[config.mk]
export PLATFORM = sky130hd
export DESIGN_NAME = i2c_xlate_master
export DESIGN_NICKNAME = d
export VERILOG_FILES = /design/src/rtl/i2c_xlate_master.sv
export SDC_FILE = /design/constraint.sdc
export NUM_CORES = 1
export LEC_CHECK = 0
export ABC_AREA = 1
export CAP_MARGIN = 20
export CORE_MARGIN = 3
export CORE_UTILIZATION = 40
export DETAILED_ROUTE_END_ITERATION = 10
export PLACE_DENSITY = 0.62
export SLEW_MARGIN = 40
export SYNTH_ARGS = -nofsm -noshare
export SYNTH_HDL_FRONTEND = slang
export SYNTH_SLANG_ARGS = --single-unit
export TNS_END_PERCENT = 5
[constraint.sdc]
create_clock -name ref_clk -period 2.4 [get_ports ref_clk]
set_input_delay 0.36 -clock ref_clk [delete_from_list [all_inputs] [get_ports ref_clk]]
set_output_delay 0.36 -clock ref_clk [all_outputs]
set_load 0.02 [all_outputs]
[src/rtl/i2c_xlate_master.sv]
// Single-byte I2C master that maps a virtual 7-bit address onto a physical
// one through a runtime-programmable channel table.
module i2c_xlate_master #(
  parameter int         NUM_CH     = 4,
  parameter int         IDXW       = (NUM_CH > 1) ? $clog2(NUM_CH) : 1,
  parameter logic [6:0] VADDR_BASE = 7'h50,
  parameter logic [6:0] PADDR_RST  = 7'h20,
  parameter int         CLK_DIV    = 250
) (
  input  logic            ref_clk,
  input  logic            reset,
  input  logic            req_valid,
  output logic            req_ready,
  input  logic            req_rw,
  input  logic [6:0]      req_vaddr,
  input  logic [7:0]      req_wdata,
  output logic            rsp_valid,
  output logic [7:0]      rsp_rdata,
  output logic [1:0]      rsp_err,
  input  logic            cfg_we,
  input  logic [IDXW-1:0] cfg_idx,
  input  logic [6:0]      cfg_paddr,
  output logic            scl_oe,
  output logic            sda_oe,
  input  logic            sda_i
);

  localparam int CNTW = $clog2(CLK_DIV);

  typedef enum logic [3:0] {
    S_IDLE, S_START, S_ADDR, S_AACK, S_WDATA, S_WACK,
    S_RDATA, S_MNACK, S_PAD, S_STOP, S_DONE
  } state_t;

  state_t          state_q, state_d;
  logic [1:0]      q_q, q_d;
  logic [CNTW-1:0] cnt_q, cnt_d;
  logic [2:0]      bit_q, bit_d;
  logic [7:0]      sh_q, sh_d;
  logic [7:0]      rx_q, rx_d;
  logic            ack_q, ack_d;
  logic            rw_q, rw_d;
  logic [7:0]      wdata_q, wdata_d;
  logic [1:0]      err_q, err_d;
  logic [6:0]      map_q [NUM_CH];
  logic [6:0]      map_d [NUM_CH];
  logic            scl_oe_q, scl_oe_d;
  logic            sda_oe_q, sda_oe_d;
  logic            sda_s1_q, sda_s2_q;
  logic            rsp_valid_q, rsp_valid_d;
  logic [7:0]      rsp_rdata_q, rsp_rdata_d;
  logic [1:0]      rsp_err_q, rsp_err_d;

  logic       tick, last, accept, hit;
  logic [6:0] off;

  // Line drive per state/quarter: {scl_oe, sda_oe}; b is the data bit.
  function automatic logic [1:0] drive(state_t s, logic [1:0] q, logic b);
    logic lo;
    lo = ~q[1];
    unique case (s)
      S_START:                          drive = {1'b0, q[1]};
      S_ADDR, S_WDATA:                  drive = {lo, ~b};
      S_AACK, S_WACK, S_RDATA, S_MNACK: drive = {lo, 1'b0};
      S_PAD:                            drive = 2'b10;
      S_STOP:                           drive = {lo, q != 2'd3};
      default:                          drive = 2'b00;
    endcase
  endfunction

  assign req_ready = (state_q == S_IDLE) && !rsp_valid_q;
  assign accept    = req_valid && req_ready;
  assign off       = req_vaddr - VADDR_BASE;
  assign hit       = (req_vaddr >= VADDR_BASE) && (int'(off) < NUM_CH);

  always_comb begin
    state_d     = state_q;
    q_d         = q_q;
    cnt_d       = cnt_q;
    bit_d       = bit_q;
    sh_d        = sh_q;
    rx_d        = rx_q;
    ack_d       = ack_q;
    rw_d        = rw_q;
    wdata_d     = wdata_q;
    err_d       = err_q;
    map_d       = map_q;
    rsp_valid_d = 1'b0;
    rsp_rdata_d = rsp_rdata_q;
    rsp_err_d   = rsp_err_q;
    tick        = 1'b0;

    if (cfg_we && int'(cfg_idx) < NUM_CH) map_d[cfg_idx] = cfg_paddr;

    if (state_q == S_IDLE || state_q == S_DONE) begin
      cnt_d = '0;
    end else if (cnt_q == CNTW'(CLK_DIV - 1)) begin
      cnt_d = '0;
      tick  = 1'b1;
    end else begin
      cnt_d = cnt_q + CNTW'(1);
    end

    if (tick) begin
      q_d = q_q + 2'd1;
      if (q_q == 2'd2) begin
        ack_d = sda_s2_q;
        if (state_q == S_RDATA) rx_d = {rx_q[6:0], sda_s2_q};
      end
    end
    last = tick && (q_q == 2'd3);

    unique case (state_q)
      S_IDLE: if (accept) begin
        rw_d    = req_rw;
        wdata_d = req_wdata;
        sh_d    = {map_q[off[IDXW-1:0]], req_rw};
        bit_d   = 3'd0;
        q_d     = 2'd0;
        err_d   = hit ? 2'd0 : 2'd1;
        state_d = hit ? S_START : S_DONE;
      end
      S_START: if (last) state_d = S_ADDR;
      S_ADDR, S_WDATA: if (last) begin
        if (bit_q == 3'd7) begin
          bit_d   = 3'd0;
          state_d = (state_q == S_ADDR) ? S_AACK : S_WACK;
        end else begin
          bit_d = bit_q + 3'd1;
          sh_d  = {sh_q[6:0], 1'b0};
        end
      end
      S_AACK: if (last) begin
        bit_d = 3'd0;
        if (ack_q) begin
          err_d   = 2'd2;
          state_d = S_PAD;
        end else if (rw_q) begin
          state_d = S_RDATA;
        end else begin
          sh_d    = wdata_q;
          state_d = S_WDATA;
        end
      end
      S_WACK: if (last) begin
        if (ack_q) err_d = 2'd3;
        state_d = S_STOP;
      end
      S_RDATA: if (last) begin
        bit_d = bit_q + 3'd1;
        if (bit_q == 3'd7) state_d = S_MNACK;
      end
      // PAD holds SCL low for one bit after an address NACK
      S_MNACK, S_PAD: if (last) state_d = S_STOP;
      S_STOP: if (last) state_d = S_DONE;
      S_DONE: begin
        rsp_valid_d = 1'b1;
        rsp_err_d   = err_q;
        rsp_rdata_d = (rw_q && err_q == 2'd0) ? rx_q : 8'h00;
        state_d     = S_IDLE;
      end
      default: state_d = S_IDLE;
    endcase

    {scl_oe_d, sda_oe_d} = drive(state_d, q_d, sh_d[7]);
  end

  always_ff @(posedge ref_clk or posedge reset) begin
    if (reset) begin
      state_q     <= S_IDLE;
      q_q         <= '0;
      cnt_q       <= '0;
      bit_q       <= '0;
      sh_q        <= '0;
      rx_q        <= '0;
      ack_q       <= 1'b1;
      rw_q        <= 1'b0;
      wdata_q     <= '0;
      err_q       <= '0;
      for (int i = 0; i < NUM_CH; i++) map_q[i] <= PADDR_RST + 7'(i);
      scl_oe_q    <= 1'b0;
      sda_oe_q    <= 1'b0;
      sda_s1_q    <= 1'b1;
      sda_s2_q    <= 1'b1;
      rsp_valid_q <= 1'b0;
      rsp_rdata_q <= '0;
      rsp_err_q   <= '0;
    end else begin
      state_q     <= state_d;
      q_q         <= q_d;
      cnt_q       <= cnt_d;
      bit_q       <= bit_d;
      sh_q        <= sh_d;
      rx_q        <= rx_d;
      ack_q       <= ack_d;
      rw_q        <= rw_d;
      wdata_q     <= wdata_d;
      err_q       <= err_d;
      map_q       <= map_d;
      scl_oe_q    <= scl_oe_d;
      sda_oe_q    <= sda_oe_d;
      sda_s1_q    <= sda_i;
      sda_s2_q    <= sda_s1_q;
      rsp_valid_q <= rsp_valid_d;
      rsp_rdata_q <= rsp_rdata_d;
      rsp_err_q   <= rsp_err_d;
    end
  end

  assign scl_oe    = scl_oe_q;
  assign sda_oe    = sda_oe_q;
  assign rsp_valid = rsp_valid_q;
  assign rsp_rdata = rsp_rdata_q;
  assign rsp_err   = rsp_err_q;

endmodule

; ---- Word level (Yosys, flattened, before mapping)
; Index checks and enable logic that the tools add are counted.
[op_classes]
n_addsub = 4
mul = 0
div_mod_pow = 0
order_cmp = 5
n_eq_ne = 34
shifts = 0
n_mux = 50
n_bitwise = 4
n_reduce_logical = 23
[op_table]
columns = op, count
row1 = two-way mux 8 bit, 9
row2 = two-way mux 4 bit, 11
row3 = "equality test 4 x 3 -> 1 bit, second input constant", 8
row4 = bitwise mux 28 bit, 1
row5 = case mux 4 bit (7 select lines), 1
row6 = case mux 8 bit (3 select lines), 1
row7 = "inequality test 2 bit, second input constant", 11
row8 = two-way mux 7 bit, 3
row9 = "equality test 4 bit, second input constant", 5
row10 = two-way mux 2 bit, 9
row11 = two-way mux 3 bit, 6
row12 = "equality test 4 x 2 -> 1 bit, second input constant", 4
row13 = binary-select mux 7 bit (select 2 bit), 1
row14 = demux 7 bit (select 2 bit), 1
row15 = case mux 3 bit (4 select lines), 1
row16 = case mux 2 bit (5 select lines), 1
row17 = "adder 8 x 1 -> 8 bit, second input constant", 1
row18 = "equality test 4 x 1 -> 1 bit, second input constant", 2
row19 = "equality test 8 bit, second input constant", 1
row20 = ">= comparator 7 bit, second input constant", 1
row21 = "less-than comparator 7 x 3 -> 1 bit, second input constant", 1
row22 = AND reduction 7 bit, 1
row23 = "subtractor 7 bit, second input constant", 1
row24 = ">= comparator 3 bit, second input constant", 2
row25 = other kinds (23), 37
[word_totals]
regBits = 88
latch_bits = 0
ramBits = 0
romBits = 0
input_bits = 30
n_memories = 0

; ---- Depth between registers and ports, before layout
[logic_depth]
ltp_word = 9
mapped_depth = 15

; ---- Worst setup path after synthesis
; OpenSTA, ideal clock, no wires.
[synth_timing]
path_kind = reg-to-reg
from = reg state_q[2]
to = reg err_q[1]
setup_time_ps = 128
arrival_ps = 1792
required_time_ps = 2272
path_slack_ps = 480
stages_incl_launch_ff = 11
synth_period_minus_slack_ps = 1920
path_cell_list = dfrtp_1 buf_4 nor2_4 nand2_2 nor2_1 nand2_1 buf_2 inv_2 buf_2 buf_2 o21ai_0
[synth_between]
elab_cells_between_ends = 17
cone_classes = 8 x eq/ne / 2 x mux / 7 x reduce/logical
[synth_lines]
columns = element, line
row1 = from (decl), 35  ; state_t state_q, state_d;
row2 = from (signal assigned), 189  ; state_q <= state_d;
row3 = zero test 4 bit, 71  ; assign req_ready = (state_q == S_IDLE) && !rsp_valid_q;
row4 = logical AND 1 bit, 71
row5 = via req_ready, 13  ; output logic req_ready,
row6 = logical AND 1 bit, 72  ; assign accept = req_valid && req_ready;
row7 = inequality test 2 bit (no source line), -
row8 = AND reduction 6 bit (no source line), -
row9 = to (signal assigned), 198  ; err_q <= err_d;
row10 = to (decl), 44  ; logic [1:0] err_q, err_d;
; The timed path passes the listed nets, and every way through them passes these cells.
; A chain may end at the register's enable or synchronous reset.

; ---- Final worst setup path
[layout_timing]
from = reg state_q[2]
to = out req_ready
[layout_between]
elab_chain_cells = 2
[layout_rtl]
columns = element, line
row1 = zero test 4 bit, 71
row2 = logical AND 1 bit, 71
row3 = to (decl), 13
; No other way between the ends.

==> metrics.txt <==
status finished clean; critical setup path kind register to output port; hold depth 0; top cells by area, synth dfrtp_1 (45%), nand2_1 (14%), o21ai_0 (7.4%), dfstp_2 (6.7%), inv_1 (4.9%); DP Wirelength 6960 um; Synth Instances 532; ys flop type dfrtp_1; post-synthesis simple-gate area fraction 26.4%; Yosys warnings 0; CTS tree yes; LEAKAGE 2.43 nW; pwr dens 966 mW/mm2; H-tree depth 3; Post-Synth Adder-Cell Area 2.03%; detailed router's first-iteration violation count 160; Ports 44; Vias/cell 4.94; hold path endpoint sda_s2_q; Seq/Total Area, Yosys 51.3%; peak per-stage delay on the critical path 630 ps; Layout area overhead 19.7%; top-count cell post-synth nand2_1; insertion delay to the later sink of the worst-skew pair 370 ps; antenna violations before repair 0; Worst-Margin Slew 542 ps; Tmin final 2300 ps; top cell type's share of synthesized area 44.6%; Final setup viols 0; clock skew 17.0 ps; Non-Filler Instances 723; placed insts 707; largest family of logic cells by synthesized area simple AND/OR/NAND/NOR gates; R2R setup slack 230 ps; CTS resizes 0; Synth area leader dfrtp_1; RePlAce Congestion 0.960; worst vdd ir 0.000418 V; I/O Buffers 43; width of the die 110 um; RR Startpoint state_q[2]; achievable frequency 435 MHz; Die ar. 0.0121 mm2; Slew Limit Headroom 63.8%; cells along the critical path nor2_4 -> nand2_2 -> nor2_1 -> clkdlybuf4s50_1; Synth Area in XOR/XNOR 0%; Yosys reg bits 88; Final Max Slew Viols 0; Nets 619; post-synthesis cell area 0.00432 mm2; n_diodes 0; DRT Pass-1 Iters 4; most frequent cells after synthesis nand2_1 (162), dfrtp_1 (77), o21ai_0 (64), inv_1 (57), nor2_1 (47); first-pass GRT wire length 16,100 um; Final Cycle Share 95.8%; post-CTS setup buffers 0; hold crit path type register to register; CP top delay family buffers and inverters; Post-DRT Antenna Nets 0; Max Root-Sink Buffers 2; Hold Buf Count CTS 0; final hold vios 0; mux cell area share after synthesis 0.232%; crit path max fanout 8; Root Driver clkbuf_8; pin count of the biggest net entering global routing 89; vias in the first global route 3,358; r2r worst-path depth 13; slowest CP cell clkdlybuf4s50_1; count of different cell masters after synthesis 37; die span in y 110 um; CTS sink cnt 88; crit path DAT 1940 ps; Worst Path Buf+Inv 1; total global-route track usage 17.2%; CTS buffer count 9; CP Launch Type register; DR WL/cell 13.4 um; CP required 2040 ps; EDFF count, synth 0; Hold Startpoint sda_s1_q; Post-Synthesis Mean Instance Area 8.13 um2; core area 0.0104 mm2; detailed-route via count 3,574; reg2reg end sda_oe; Async S/R FF share, synth 100%; Initial Util 41.5%; fraction of layout cells with a size suffix above 1 10.4%; post-synthesis compound-gate area fraction 13.0%; # DRC 0; CP endpoint kind output port; DRT Wirelength 9670 um; global route overflow 0; clock slew at reported path FFs 100 ps; unrepaired setup endpoints after global routing false; Rows 37; Final Util 49.7%; Synthesized Nets 569; Max Cap Violations 0
layer usage:
| metal | track usage [%] | vias to the layer above | part of all wire (%) |
|---|---|---|---|
| met5 | 0 | - | 0 |
| met4 | 6.68 | 0 | 1.4 |
| met3 | 4.23 | 10 | 3.7 |
| met2 | 24.9 | 62 | 44 |
| met1 | 24.8 | 1679 | 51 |
| li1 | - | 1823 | - |
stage by stage:
step	TNS [ps]	setup slack [ps]	area (um2)	hold slack [ps]	power, W
global placement	0	67.4	4940	348	0.00377
global route	0	10.4	5170	369	0.00538
floorplan	0	480	4330	345	0.00333
finish	0	101	5170	360	0.00499
CTS	0	86.1	5170	362	0.00503
detailed placement	-30.3	-30.3	4940	349	0.00382
placed cells by master, fill, tap and decap left out, drive strengths merged:
| cell | Yosys | layout |
|---|---|---|
| nor3 | 6 | 6 |
| nand4 | 7 | 7 |
| o21a | 2 | 2 |
| nor3b | 1 | 1 |
| a31oi | 3 | 3 |
| nor2 | 55 | 55 |
| a211oi | 1 | 1 |
| dfrtp | 77 | 77 |
| clkbuf | 8 | 10 |
| a21oi | 13 | 13 |
| ha | 7 | 7 |
| nand3b | 1 | 1 |
| nand3 | 24 | 24 |
| bufinv | 0 | 2 |
| o21bai | 2 | 2 |
| and3 | 1 | 1 |
| inv | 60 | 63 |
| a41oi | 4 | 4 |
| o211ai | 3 | 3 |
| clkinvlp | 0 | 1 |
| nand2 | 167 | 167 |
| o22ai | 4 | 4 |
| clkdlybuf4s50 | 0 | 43 |
| buf | 7 | 11 |
| a22oi | 1 | 1 |
| dfstp | 11 | 11 |
| nor4 | 1 | 1 |
| mux2i | 1 | 1 |
| a221oi | 1 | 1 |
| o21ai | 64 | 64 |
kinds of logic after synthesis:
family / count (synthesis)
compound gates: 98
fa+ha+maj: 7
buf+inv: 75
flops: 88
mux: 1
simple gates: 263
flip-flops by register name (all words and copies together), names as in the netlist:
| name | count |
|---|---|
| map_q | 28 |
| cnt_q | 8 |
| rsp_rdata | 8 |
| rx_q | 8 |
| sh_q | 8 |
| wdata_q | 8 |
| state_q | 4 |
| bit_q | 3 |
| err_q | 2 |
| q_q | 2 |
| rsp_err | 2 |
| ack_q | 1 |
| rsp_valid | 1 |
| rw_q | 1 |
| scl_oe | 1 |
| sda_oe | 1 |
| sda_s1_q | 1 |
| sda_s2_q | 1 |
worst max path at each step:
stage                       from   endpoint  depth (start not counted)
finish                state_q[2]  req_ready                          4
CTS                   state_q[2]  req_ready                          4
global placement    req_vaddr[4]     sda_oe                         14
detailed placement  req_vaddr[4]     sda_oe                         14
global route          state_q[2]  req_ready                          4
floorplan             state_q[2]   err_q[1]                         10
power by group:
group          leakage, nW  internal (W)  total (W)  switching (W)
registers             1.11       0.00183    0.00205       0.000217
clock network        0.118      0.000630    0.00120       0.000573
logic                 1.19      0.000664    0.00174        0.00108
cell type report:
class / count / area [um2]
clock buffer: 10 / 138
clock inverter: 6 / 95.1
fill: 1021 / 5240
inverter: 60 / 229
multi-input combinational: 369 / 1800
sequential: 88 / 2220
tap: 136 / 170
timing repair buffer: 54 / 526
No activity file was read; power rests on OpenSTA's default activity.
==> variant: new RTL, same settings <==
Put one more register stage on the output `rsp_err`, cleared by the reset. The value now appears one clock later. The other outputs are not delayed to match.
--- a/src/rtl/i2c_xlate_master.sv
+++ b/src/rtl/i2c_xlate_master.sv
@@ -213,3 +213,9 @@
   assign rsp_rdata = rsp_rdata_q;
-  assign rsp_err   = rsp_err_q;
+  always_ff @(posedge ref_clk or posedge reset) begin
+    if (reset) begin
+      rsp_err <= '0;
+    end else begin
+      rsp_err <= rsp_err_q;
+    end
+  end
 
Formal check against the unedited RTL: not equivalent (a bounded check fails within 4 cycles, from zero or initial values and one cycle with reset high).
==> variant against the unedited design <==
- routed wire length decreased by 2.2%
- die area decreased by 0.82%
- sequential cell count increased by 2
- area after synthesis decreased by 0.87%
- final area decreased by 0.48%
- setup slack improved by 0.023 ns
- register-to-register slack improved by 0.18 ns
- power decreased by 8.2%
- fmax increased by 1.0%
- worst hold slack improved by 0.0017 ns
- global-route usage decreased by 0.10 points
- clock skew decreased by 0.0043 ns
- largest cell class unchanged
- largest power group unchanged
==> variant: results (changes against the unedited design) <==
Critical path
  • R2R depth: 8 (-5)
  • Reg-to-reg slack, setup: 0.41 ns (+0.18 ns)
  • Crit path DAT: 1.92 ns (-0.02 ns)
  • Critical R2R Capture: rx_q[7]$_DFFE_PP0P_
  • Crit. Startpoint: state_q[2]$_DFF_PP0_
  • RR Startpoint: cnt_q[1]$_DFF_PP0_
  • Crit Path Max Fanout: 8 (unchanged)

Power and ir drop
  • Max IR drop VDD: 0.3456 mV (-17%)
  • Sw frac: 35.10% (-2.3 points)
  • Static leakage: 2.519 nW (+3.9%)

Synth
  • Yosys warning count: 0 (unchanged)
  • Mapped Avg Cell Area: 8.403 um2 (+3.4%)
  • Top FF cell, synth: dfrtp_1
  • Most frequent cells after synthesis: nand2_1 (167), dfrtp_1 (79), inv_1 (46)
  • Synth top area cells: dfrtp_1 (46%), nand2_1 (15%), dfstp_2 (6.7%)
  • Syn_nets: 547 (-3.9%)
  • Register area share after synthesis: 52.88% (+1.6 points)

Global routing
  • All-Layer GR Usage: 17.13% (-0.10 points)
  • Largest net degree at the start of global routing: 91 (+2.2%)
  • Vias in the first global route: 3354 (-0.12%)
  • First-pass GRT wire length: 15.97 mm (-1.1%)

Clock tree
  • Clock root buffer: clkbuf_8
  • Clock Tree Buf Depth: 2 (unchanged)
  • Worst skew pair latency: 0.36 ns
  • Worst-path clk slew: 0.09 ns

Finish
  • Multi-input gate area: 1759 um2 (-2.2%)
  • Finished Layout Cells: 703 (-2.8%)
  • Nets@finish: 599 (-3.2%)
  • Fillers: 1040 (+1.9%)
  • Share of layout cells above drive strength 1: 12.52% (+2.1 points)

Outcome
  • Status: completed

Placed design
  • Detailed placement HPWL: 6.732 mm (-3.2%)
  • Routability cong.: 0.8518 (-11%)
  • Placement Cell Area: 4927 um2 (-0.25%)
  • Post-Place Cells: 687 (-2.8%)

Detailed routing
  • Final wirelength: 9.460 mm (-2.2%)
  • Drt pass-1 iters: 4 (unchanged)
  • Post-DR vias/cell: 4.926 (-0.35%)
  • Number of DRC markers in iteration 0: 190 (+19%)

Floorplan
  • Starting Density: 41.32% (-0.18 points)

Timing
  • Clock skew: 0.01279 ns (-0.004257 ns)
  • Worst relative slew slack: 64.76% (+0.99 points)
  • Worst hold slack: 0.3618 ns (+0.001731 ns)
variant: changes by cell type after synthesis, sizes merged, moves of 4 or more:
cell / change
o21ai: -24
a21oi: +14
nor2: -14
nand2: +11
a221oi: +7
inv: -6
buf: -5
a41oi: -4
o22ai: -4
variant: worst max-delay path by stage:
stage,endpoint,slack [ns],depth (start not counted)
floorplan,scl_oe$_DFF_PP0_,0.60,13
global placement,scl_oe$_DFF_PP0_,0.04,12
detailed placement,scl_oe$_DFF_PP0_,-0.09,12
CTS,req_ready,0.1,4
global route,req_ready,0.01,4
finish,req_ready,0.12,4
variant: metal layers:
metal	track usage, %	vias up	wire, um
li1	-	1753	-
met1	23.87	1640	4440
met2	26.77	56	4417
met3	3.582	14	420
met4	5.699	0	181
met5	0	-	0
variant: kinds of logic (layout without fill, tap and decap cells):
family / after synthesis / count (layout) / synth area share (%)
xor gates and xnor gates: 1 / 1 / 0.2044
adders and majority gates: 7 / 7 / 2.044
and+or+nand+nor: 258 / 258 / 27.04
muxes: 1 / 1 / 0.2628
DFF: 90 / 90 / 52.88
buffers and inverters: 67 / 124 / 6.073
AOI/OAI and AO/OA: 86 / 86 / 11.50
variant: final cells by class:
| type | count | share of cell area (%) |
|---|---|---|
| flip-flops and latches | 90 | 44.02 |
| clock inverters | 4 | 1.458 |
| well taps | 136 | 3.306 |
| multi-input cells | 353 | 34.18 |
| clock buffers | 12 | 2.820 |
| inverters | 54 | 4.011 |
| repair buffers | 54 | 10.21 |
variant: metrics by stage:
step           setup WS [ns]  power (W)
2_1_floorplan         0.6034   0.002989
3_5_place_dp        -0.08579   0.003459
5_1_grt              0.01209   0.004904
4_1_cts              0.09743   0.004618
6_report              0.1239   0.004586
3_3_place_gp         0.03835   0.003416
variant: power groups by stage:
stage / Combinational, W / Clock, W / Sequential, W
after floorplan: 0.000941 / 0 / 0.00205
after global placement: 0.00136 / 0 / 0.00205
after detailed placement: 0.00140 / 0 / 0.00206
after CTS: 0.00141 / 0.00118 / 0.00203
after global routing: 0.00157 / 0.00126 / 0.00208
final: 0.00140 / 0.00116 / 0.00203
